--- config.mk ---
export PLATFORM = sky130hd
export DESIGN_NAME = pipeline_ctrl_flat
export DESIGN_NICKNAME = d
export VERILOG_FILES = /design/src/rtl/pipeline_ctrl_pkg.sv /design/src/rtl/pipeline_ctrl_if.sv /design/src/rtl/pipeline_ctrl_hazard_detect.sv /design/src/rtl/pipeline_ctrl.sv /design/src/flat_wrapper.sv
export SDC_FILE = /design/constraint.sdc
export NUM_CORES = 1
export LEC_CHECK = 0
export BUFFER_PORTS_ARGS = -buffer_cell sky130_fd_sc_hd__buf_2
export CORE_MARGIN = 1
export CORE_UTILIZATION = 46
export CTS_CLUSTER_SIZE = 12
export DETAILED_ROUTE_END_ITERATION = 8
export HOLD_SLACK_MARGIN = 0.08
export PLACE_DENSITY = 0.76
export SETUP_SLACK_MARGIN = 0.1
export SLEW_MARGIN = 0
export SYNTH_ARGS = -nofsm -noshare
export SYNTH_HDL_FRONTEND = slang
export SYNTH_SLANG_ARGS = --single-unit
export TNS_END_PERCENT = 1
--- constraint.sdc ---
create_clock -name CLK -period 6.6 [get_ports CLK]
set_clock_uncertainty 0.05 [all_clocks]
set_input_delay 0.66 -clock CLK [delete_from_list [all_inputs] [get_ports CLK]]
set_output_delay 0.66 -clock CLK [all_outputs]
set_load 0.01 [all_outputs]
--- src/rtl/pipeline_ctrl_pkg.sv ---
// Shared types and widths for the pipeline control sequencer.
package pipeline_ctrl_pkg;

    localparam int REG_W_DEF = 5;
    localparam int CNT_W_DEF = 32;

    typedef logic [REG_W_DEF-1:0] regbits_t;

    typedef enum logic [1:0] {
        RUN    = 2'd0,
        DRAIN  = 2'd1,
        HALTED = 2'd2
    } ctrl_state_t;

endpackage

--- src/rtl/pipeline_ctrl_if.sv ---
// Handshake bundle between the pipeline datapath (master) and the control sequencer (slave).
interface pipeline_ctrl_if #(
    parameter int CNT_W = 32,
    parameter int REG_W = 5
) ();
    logic             ihit;
    logic             dhit;
    logic             dmemr_mem;
    logic             dmemw_mem;
    logic             dmemr_exe;
    logic             WEN_exe;
    logic [REG_W-1:0] rd_exe;
    logic [REG_W-1:0] rs1_id;
    logic [REG_W-1:0] rs2_id;
    logic             use_rs1_id;
    logic             use_rs2_id;
    logic             redirect_exe;
    logic             halt_id;
    logic             halt_wb;

    logic             pc_en;
    logic             pc_redirect;
    logic             ifid_en;
    logic             idex_en;
    logic             exmem_en;
    logic             memwb_en;
    logic             ifid_flush;
    logic             idex_flush;
    logic             hazard_detected;
    logic             halted;
    logic [CNT_W-1:0] stall_cnt;
    logic [CNT_W-1:0] flush_cnt;

    modport master (
        output ihit, dhit, dmemr_mem, dmemw_mem, dmemr_exe, WEN_exe, rd_exe,
               rs1_id, rs2_id, use_rs1_id, use_rs2_id, redirect_exe, halt_id, halt_wb,
        input  pc_en, pc_redirect, ifid_en, idex_en, exmem_en, memwb_en,
               ifid_flush, idex_flush, hazard_detected, halted, stall_cnt, flush_cnt
    );

    modport slave (
        input  ihit, dhit, dmemr_mem, dmemw_mem, dmemr_exe, WEN_exe, rd_exe,
               rs1_id, rs2_id, use_rs1_id, use_rs2_id, redirect_exe, halt_id, halt_wb,
        output pc_en, pc_redirect, ifid_en, idex_en, exmem_en, memwb_en,
               ifid_flush, idex_flush, hazard_detected, halted, stall_cnt, flush_cnt
    );
endinterface

--- src/rtl/pipeline_ctrl_hazard_detect.sv ---
// Load-use compare: a load in EX whose destination feeds a source the ID instruction reads.
module hazard_detect #(
    parameter int REG_W = 5
) (
    input  logic             dmemr_exe,
    input  logic             WEN_exe,
    input  logic [REG_W-1:0] rd_exe,
    input  logic [REG_W-1:0] rs1_id,
    input  logic [REG_W-1:0] rs2_id,
    input  logic             use_rs1_id,
    input  logic             use_rs2_id,
    output logic             lu
);
    logic rs1_hit_s;
    logic rs2_hit_s;

    assign rs1_hit_s = use_rs1_id & (rs1_id == rd_exe);
    assign rs2_hit_s = use_rs2_id & (rs2_id == rd_exe);
    // x0 is hard-wired zero, so a load into it never creates a dependency
    assign lu = dmemr_exe & WEN_exe & (rd_exe != {REG_W{1'b0}}) & (rs1_hit_s | rs2_hit_s);
endmodule

--- src/rtl/pipeline_ctrl.sv ---
// Pipeline register sequencer: enables, flushes, PC control, halt drain and perf counters.
module pipeline_ctrl
    import pipeline_ctrl_pkg::*;
#(
    parameter int CNT_W = CNT_W_DEF,
    parameter int REG_W = REG_W_DEF
) (
    input  logic           CLK,
    input  logic           RST,
    pipeline_ctrl_if.slave bus
);
    ctrl_state_t      state_r;
    ctrl_state_t      state_next_s;
    logic [CNT_W-1:0] stall_cnt_r;
    logic [CNT_W-1:0] flush_cnt_r;

    logic dmem_busy_s;
    logic halted_s;
    logic advance_s;
    logic lu_s;
    logic pc_en_s;
    logic pc_redirect_s;
    logic ifid_en_s;
    logic rest_en_s;
    logic ifid_flush_s;
    logic idex_flush_s;
    logic hazard_s;
    logic stall_inc_s;
    logic flush_inc_s;

    hazard_detect #(.REG_W(REG_W)) u_hazard_detect (
        .dmemr_exe  (bus.dmemr_exe),
        .WEN_exe    (bus.WEN_exe),
        .rd_exe     (bus.rd_exe),
        .rs1_id     (bus.rs1_id),
        .rs2_id     (bus.rs2_id),
        .use_rs1_id (bus.use_rs1_id),
        .use_rs2_id (bus.use_rs2_id),
        .lu         (lu_s)
    );

    assign dmem_busy_s = (bus.dmemr_mem | bus.dmemw_mem) & ~bus.dhit;
    assign halted_s    = (state_r == HALTED);
    assign advance_s   = bus.ihit & ~dmem_busy_s & ~halted_s;

    // Per-cycle strobes: redirect beats load-use beats normal; frozen cycles drive nothing
    always_comb begin
        pc_en_s       = 1'b0;
        pc_redirect_s = 1'b0;
        ifid_en_s     = 1'b0;
        rest_en_s     = 1'b0;
        ifid_flush_s  = 1'b0;
        idex_flush_s  = 1'b0;
        hazard_s      = 1'b0;
        if (advance_s) begin
            ifid_en_s = 1'b1;
            rest_en_s = 1'b1;
            if (bus.redirect_exe) begin
                pc_en_s       = 1'b1;
                pc_redirect_s = 1'b1;
                ifid_flush_s  = 1'b1;
                idex_flush_s  = 1'b1;
            end else if (lu_s) begin
                ifid_en_s    = 1'b0;
                idex_flush_s = 1'b1;
                hazard_s     = 1'b1;
            end else begin
                pc_en_s      = (state_r != DRAIN);
                ifid_flush_s = (state_r == DRAIN);
            end
        end else begin
            pc_en_s = 1'b0;
        end
    end

    // Halt-drain next-state logic
    always_comb begin
        state_next_s = state_r;
        case (state_r)
            RUN: begin
                if (advance_s & bus.halt_id & ~bus.redirect_exe & ~lu_s) begin
                    state_next_s = DRAIN;
                end else begin
                    state_next_s = RUN;
                end
            end
            DRAIN: begin
                if (advance_s & bus.redirect_exe) begin
                    state_next_s = RUN;
                end else if (bus.halt_wb) begin
                    state_next_s = HALTED;
                end else begin
                    state_next_s = DRAIN;
                end
            end
            HALTED:  state_next_s = HALTED;
            default: state_next_s = RUN;
        endcase
    end

    // State register
    always_ff @(posedge CLK) begin
        if (RST) begin
            state_r <= RUN;
        end else begin
            state_r <= state_next_s;
        end
    end

    assign stall_inc_s = (~advance_s | hazard_s) & ~halted_s;
    assign flush_inc_s = advance_s & bus.redirect_exe;

    // Saturating performance counters
    always_ff @(posedge CLK) begin
        if (RST) begin
            stall_cnt_r <= {CNT_W{1'b0}};
            flush_cnt_r <= {CNT_W{1'b0}};
        end else begin
            if (stall_inc_s && (stall_cnt_r != {CNT_W{1'b1}})) begin
                stall_cnt_r <= stall_cnt_r + {{(CNT_W-1){1'b0}}, 1'b1};
            end
            if (flush_inc_s && (flush_cnt_r != {CNT_W{1'b1}})) begin
                flush_cnt_r <= flush_cnt_r + {{(CNT_W-1){1'b0}}, 1'b1};
            end
        end
    end

    assign bus.pc_en           = pc_en_s;
    assign bus.pc_redirect     = pc_redirect_s;
    assign bus.ifid_en         = ifid_en_s;
    assign bus.idex_en         = rest_en_s;
    assign bus.exmem_en        = rest_en_s;
    assign bus.memwb_en        = rest_en_s;
    assign bus.ifid_flush      = ifid_flush_s;
    assign bus.idex_flush      = idex_flush_s;
    assign bus.hazard_detected = hazard_s;
    assign bus.halted          = halted_s;
    assign bus.stall_cnt       = stall_cnt_r;
    assign bus.flush_cnt       = flush_cnt_r;
endmodule

--- src/flat_wrapper.sv ---
// flat-port wrapper written by rule: the top's interface ports become plain ports
module pipeline_ctrl_flat import pipeline_ctrl_pkg::*;
#(
    parameter int CNT_W = CNT_W_DEF,
    parameter int REG_W = REG_W_DEF
)
  (CLK, RST, bus_ihit, bus_dhit, bus_dmemr_mem, bus_dmemw_mem, bus_dmemr_exe, bus_WEN_exe, bus_rd_exe, bus_rs1_id, bus_rs2_id, bus_use_rs1_id, bus_use_rs2_id, bus_redirect_exe, bus_halt_id, bus_halt_wb, bus_pc_en, bus_pc_redirect, bus_ifid_en, bus_idex_en, bus_exmem_en, bus_memwb_en, bus_ifid_flush, bus_idex_flush, bus_hazard_detected, bus_halted, bus_stall_cnt, bus_flush_cnt);
  pipeline_ctrl_if #(.CNT_W(CNT_W), .REG_W(REG_W)) bus_i ();
  input  logic CLK;
  input  logic RST;
  input wire logic [$bits(bus_i.ihit)-1:0] bus_ihit;
  input wire logic [$bits(bus_i.dhit)-1:0] bus_dhit;
  input wire logic [$bits(bus_i.dmemr_mem)-1:0] bus_dmemr_mem;
  input wire logic [$bits(bus_i.dmemw_mem)-1:0] bus_dmemw_mem;
  input wire logic [$bits(bus_i.dmemr_exe)-1:0] bus_dmemr_exe;
  input wire logic [$bits(bus_i.WEN_exe)-1:0] bus_WEN_exe;
  input wire logic [$bits(bus_i.rd_exe)-1:0] bus_rd_exe;
  input wire logic [$bits(bus_i.rs1_id)-1:0] bus_rs1_id;
  input wire logic [$bits(bus_i.rs2_id)-1:0] bus_rs2_id;
  input wire logic [$bits(bus_i.use_rs1_id)-1:0] bus_use_rs1_id;
  input wire logic [$bits(bus_i.use_rs2_id)-1:0] bus_use_rs2_id;
  input wire logic [$bits(bus_i.redirect_exe)-1:0] bus_redirect_exe;
  input wire logic [$bits(bus_i.halt_id)-1:0] bus_halt_id;
  input wire logic [$bits(bus_i.halt_wb)-1:0] bus_halt_wb;
  output wire logic [$bits(bus_i.pc_en)-1:0] bus_pc_en;
  output wire logic [$bits(bus_i.pc_redirect)-1:0] bus_pc_redirect;
  output wire logic [$bits(bus_i.ifid_en)-1:0] bus_ifid_en;
  output wire logic [$bits(bus_i.idex_en)-1:0] bus_idex_en;
  output wire logic [$bits(bus_i.exmem_en)-1:0] bus_exmem_en;
  output wire logic [$bits(bus_i.memwb_en)-1:0] bus_memwb_en;
  output wire logic [$bits(bus_i.ifid_flush)-1:0] bus_ifid_flush;
  output wire logic [$bits(bus_i.idex_flush)-1:0] bus_idex_flush;
  output wire logic [$bits(bus_i.hazard_detected)-1:0] bus_hazard_detected;
  output wire logic [$bits(bus_i.halted)-1:0] bus_halted;
  output wire logic [$bits(bus_i.stall_cnt)-1:0] bus_stall_cnt;
  output wire logic [$bits(bus_i.flush_cnt)-1:0] bus_flush_cnt;
  assign bus_i.ihit = bus_ihit;
  assign bus_i.dhit = bus_dhit;
  assign bus_i.dmemr_mem = bus_dmemr_mem;
  assign bus_i.dmemw_mem = bus_dmemw_mem;
  assign bus_i.dmemr_exe = bus_dmemr_exe;
  assign bus_i.WEN_exe = bus_WEN_exe;
  assign bus_i.rd_exe = bus_rd_exe;
  assign bus_i.rs1_id = bus_rs1_id;
  assign bus_i.rs2_id = bus_rs2_id;
  assign bus_i.use_rs1_id = bus_use_rs1_id;
  assign bus_i.use_rs2_id = bus_use_rs2_id;
  assign bus_i.redirect_exe = bus_redirect_exe;
  assign bus_i.halt_id = bus_halt_id;
  assign bus_i.halt_wb = bus_halt_wb;
  assign bus_pc_en = bus_i.pc_en;
  assign bus_pc_redirect = bus_i.pc_redirect;
  assign bus_ifid_en = bus_i.ifid_en;
  assign bus_idex_en = bus_i.idex_en;
  assign bus_exmem_en = bus_i.exmem_en;
  assign bus_memwb_en = bus_i.memwb_en;
  assign bus_ifid_flush = bus_i.ifid_flush;
  assign bus_idex_flush = bus_i.idex_flush;
  assign bus_hazard_detected = bus_i.hazard_detected;
  assign bus_halted = bus_i.halted;
  assign bus_stall_cnt = bus_i.stall_cnt;
  assign bus_flush_cnt = bus_i.flush_cnt;
  pipeline_ctrl #(.CNT_W(CNT_W), .REG_W(REG_W)) u_core (.CLK(CLK), .RST(RST), .bus(bus_i));
endmodule
==> impl_results.md <==
- Top-Level Pins: between 100 and 150
- Sequential fraction of the synthesis area: a little under two fifths
- Row count: 31
- Via count: 3551
- Post-Layout Cell Count: between 600 and 700
- Cell area after synthesis: between 0.003 and 0.004 sq mm
- CTS max path bufs: 2
- Final ANT Viol Nets: 0
- Reg2reg path depth: 7
- WHS: 0.412 ns
- CTS Sinks: 66
- Critical path startpoint category: register
- Commonest register cell after synthesis: dfxtp_1
- Avg Vias per Cell: between 5 and 6
- Clock power share: 45.3%
- Die Y: between 80 and 90 microns
- Die area: a little over 0.008 sq mm
- GPL Wtd Cong: between 0.8 and 0.9
- Number of nets in the layout: between 500 and 600
- Post-cts sizing count: 0
- Final Hold Fails: 0
- Synthesized area per cell: 8.13 sq um
- Seq pwr share: a little under half
- Int Pwr: 658 uW
- CTS H-tree lvls: 3
- CTS tree: yes
- Switching share of power: 22.9%
- Number of setup buffers added after CTS: 0
- HP Class: reg -> reg
- Total wire length: 8810 microns
- CP Max Fanout: 22
- Max Slew Vio Count: 0
- Cell variety after synth: between 50 and 60
- Share of layout cells above drive strength 1: 24.8%
- Worst slack at placement: ~3.4 ns
- RSZ-0062 raised after global routing: no
- Dpl cells: ~620
- Synth Register Bits: 66
- Number of max-cap violations: 0
- DP Area: 0.00409 sq mm
- Syn Inst Count: ~440
- Avg WL per Cell: approximately 14 microns
- Worst setup margin: approximately 3.5 ns
- Lkg Pwr: 0.00176 uW
- Total track usage: a little over a fifth
- Core box area: 0.00737 sq mm
- Setup TNS: 0 ns
- EDFF count, synth: 0
- DR iter-0 viols: between 200 and 250
- Logic pwr share: under 10%
- Ys async rst share: 0%
- Largest net degree at the start of global routing: 77
- Number of global-route vias before repair: roughly 3.3k
- Antenna violations before repair: 0
- Critical path arrival: 3.30 ns
- Starting Density: 48.2%
- Peak supply drop: 0.132 mV
- Most common cell after layout, fill and taps aside: buf_2
- Warnings from Yosys: 0
- First-pass GRT wire length: approximately 15000 microns
- Pwr per Cell Area: a little under 200 mW/mm^2
- Cts hold-fix bufs: 0
- Worst-Margin Slew: ~1 ns
- Grt total ovfl: 0
- CTS Buf Count: 9
- Crit path kind: reg -> reg
- Status: completed
- Hold path depth: 1
- Most frequent cells in the layout: buf_2 (101), dfxtp_1 (66), nor2_1 (52)
- Tmin final: approximately 3.1 ns
- Period utilization: ~47%
- Net Count, Synth: 467
- IO buf count: 101
- P_sw: between 150 and 200 uW
- Area grow syn2layout: 21.5%
- Design Area, Final: 0.00432 sq mm
- Drt pass-1 iters: 4
- # diodes: 0
- DRC: 0
- Peak Freq: approximately 320 MHz
- Critical path capture point type: register
- Slew margin rel.: 33.0%
- Clock transition at path regs: 0.07 ns
- Worst EP required: about 6.8 ns
- Root buffer cell: clkbuf_8
- Clk_lat worst skew: ~0.33 ns
- HPWL Detailed: 6380 microns
- Die Span X: roughly 90 microns
- Final setup viols: 0
cell usage after synthesis, types with 3 or more instances:
cell type	instances	share of area, %
and4_1	9	2.2
nand4_1	17	3.0
buf_2	5	0.70
a31o_2	3	0.74
clkbuf_1	10	1.1
o31ai_1	4	0.84
or3_1	17	3.0
nor2_1	52	5.5
nand3_1	28	3.9
a21oi_1	26	3.7
or4_1	7	1.5
xor2_1	9	2.2
nand2b_1	5	0.88
o21ai_0	17	2.4
inv_1	10	1.1
and2_1	3	0.53
nand2_1	27	2.9
and3_1	13	2.3
dfxtp_1	66	37
xnor2_1	35	8.6
nor4_1	11	1.9
nand3_2	3	0.84
nor3_1	19	2.7
nor2b_1	7	1.2
routing by layer:
| layer | GRT usage [%] | up-vias | wire length (microns) |
|---|---|---|---|
| met5 | 0 | - | 0 |
| met4 | 7.66 | 0 | 96 |
| met3 | 4.40 | 8 | 511 |
| met2 | 37.0 | 111 | 4240 |
| met1 | 27.5 | 1667 | 3960 |
| li1 | - | 1765 | - |
metrics by stage:
step           power [uW]  util, %
2_1_floorplan         455        -
3_3_place_gp          475     55.5
3_5_place_dp          477     55.5
4_1_cts               863     58.6
5_1_grt               888     58.6
6_report              854     58.6
registers in the layout, indices dropped and copies added (netlist names):
signal,flops
u_core.bus.stall_cnt,32
u_core.bus.flush_cnt,32
u_core.state_r,2
logic make-up (layout without fill, tap and decap cells):
| logic type | Yosys count | after routing | synth area share [%] |
|---|---|---|---|
| buffers and inverters | 29 | 128 | 3.87 |
| AOI/OAI and AO/OA | 66 | 66 | 11.4 |
| adders and majority gates | 2 | 2 | 0.704 |
| muxes | 5 | 5 | 1.55 |
| and+or+nand+nor | 225 | 225 | 34.5 |
| DFF | 66 | 66 | 37.2 |
| xor gates and xnor gates | 44 | 44 | 10.8 |
worst max-delay path, cell delays in order (launching register included):
cell and delay, ns:
dfxtp_1 0.43, ha_1 0.24, nand2_1 0.10, or4_4 0.55, nor4_4 0.88, nor2_1 0.19, and4_1 0.27, mux2_1 0.31
power groups by stage:
| stage | combinational (uW) | clock [uW] | sequential [uW] |
|---|---|---|---|
| 2_1_floorplan | 39.8 | 0 | 416 |
| 3_3_place_gp | 59.9 | 0 | 415 |
| 3_5_place_dp | 61.4 | 0 | 415 |
| 4_1_cts | 61.8 | 395 | 406 |
| 5_1_grt | 68.1 | 414 | 406 |
| 6_report | 61.2 | 386 | 406 |
path summary, 6_finish.rpt:
| check | startpoint | to | slack (ns) |
|---|---|---|---|
| worst min register to register | u_core.state_r[1] | u_core.state_r[0] | 0.41 |
| worst max-delay path | u_core.bus.flush_cnt[0] | u_core.bus.flush_cnt[13] | 3.47 |
| worst max register to register | u_core.bus.flush_cnt[0] | u_core.bus.flush_cnt[13] | 3.47 |
| worst min-delay path | u_core.state_r[1] | u_core.state_r[0] | 0.41 |
cell type report:
type | count | area (sq um)
clock buffers | 12 | 155
clock inverters | 4 | 73.8
fillers | 683 | 3050
inverters | 10 | 37.5
multi-input cells | 342 | 2100
flip-flops and latches | 66 | 1320
well taps | 99 | 124
repair buffers | 102 | 513
(Power assumes the default switching activity.)
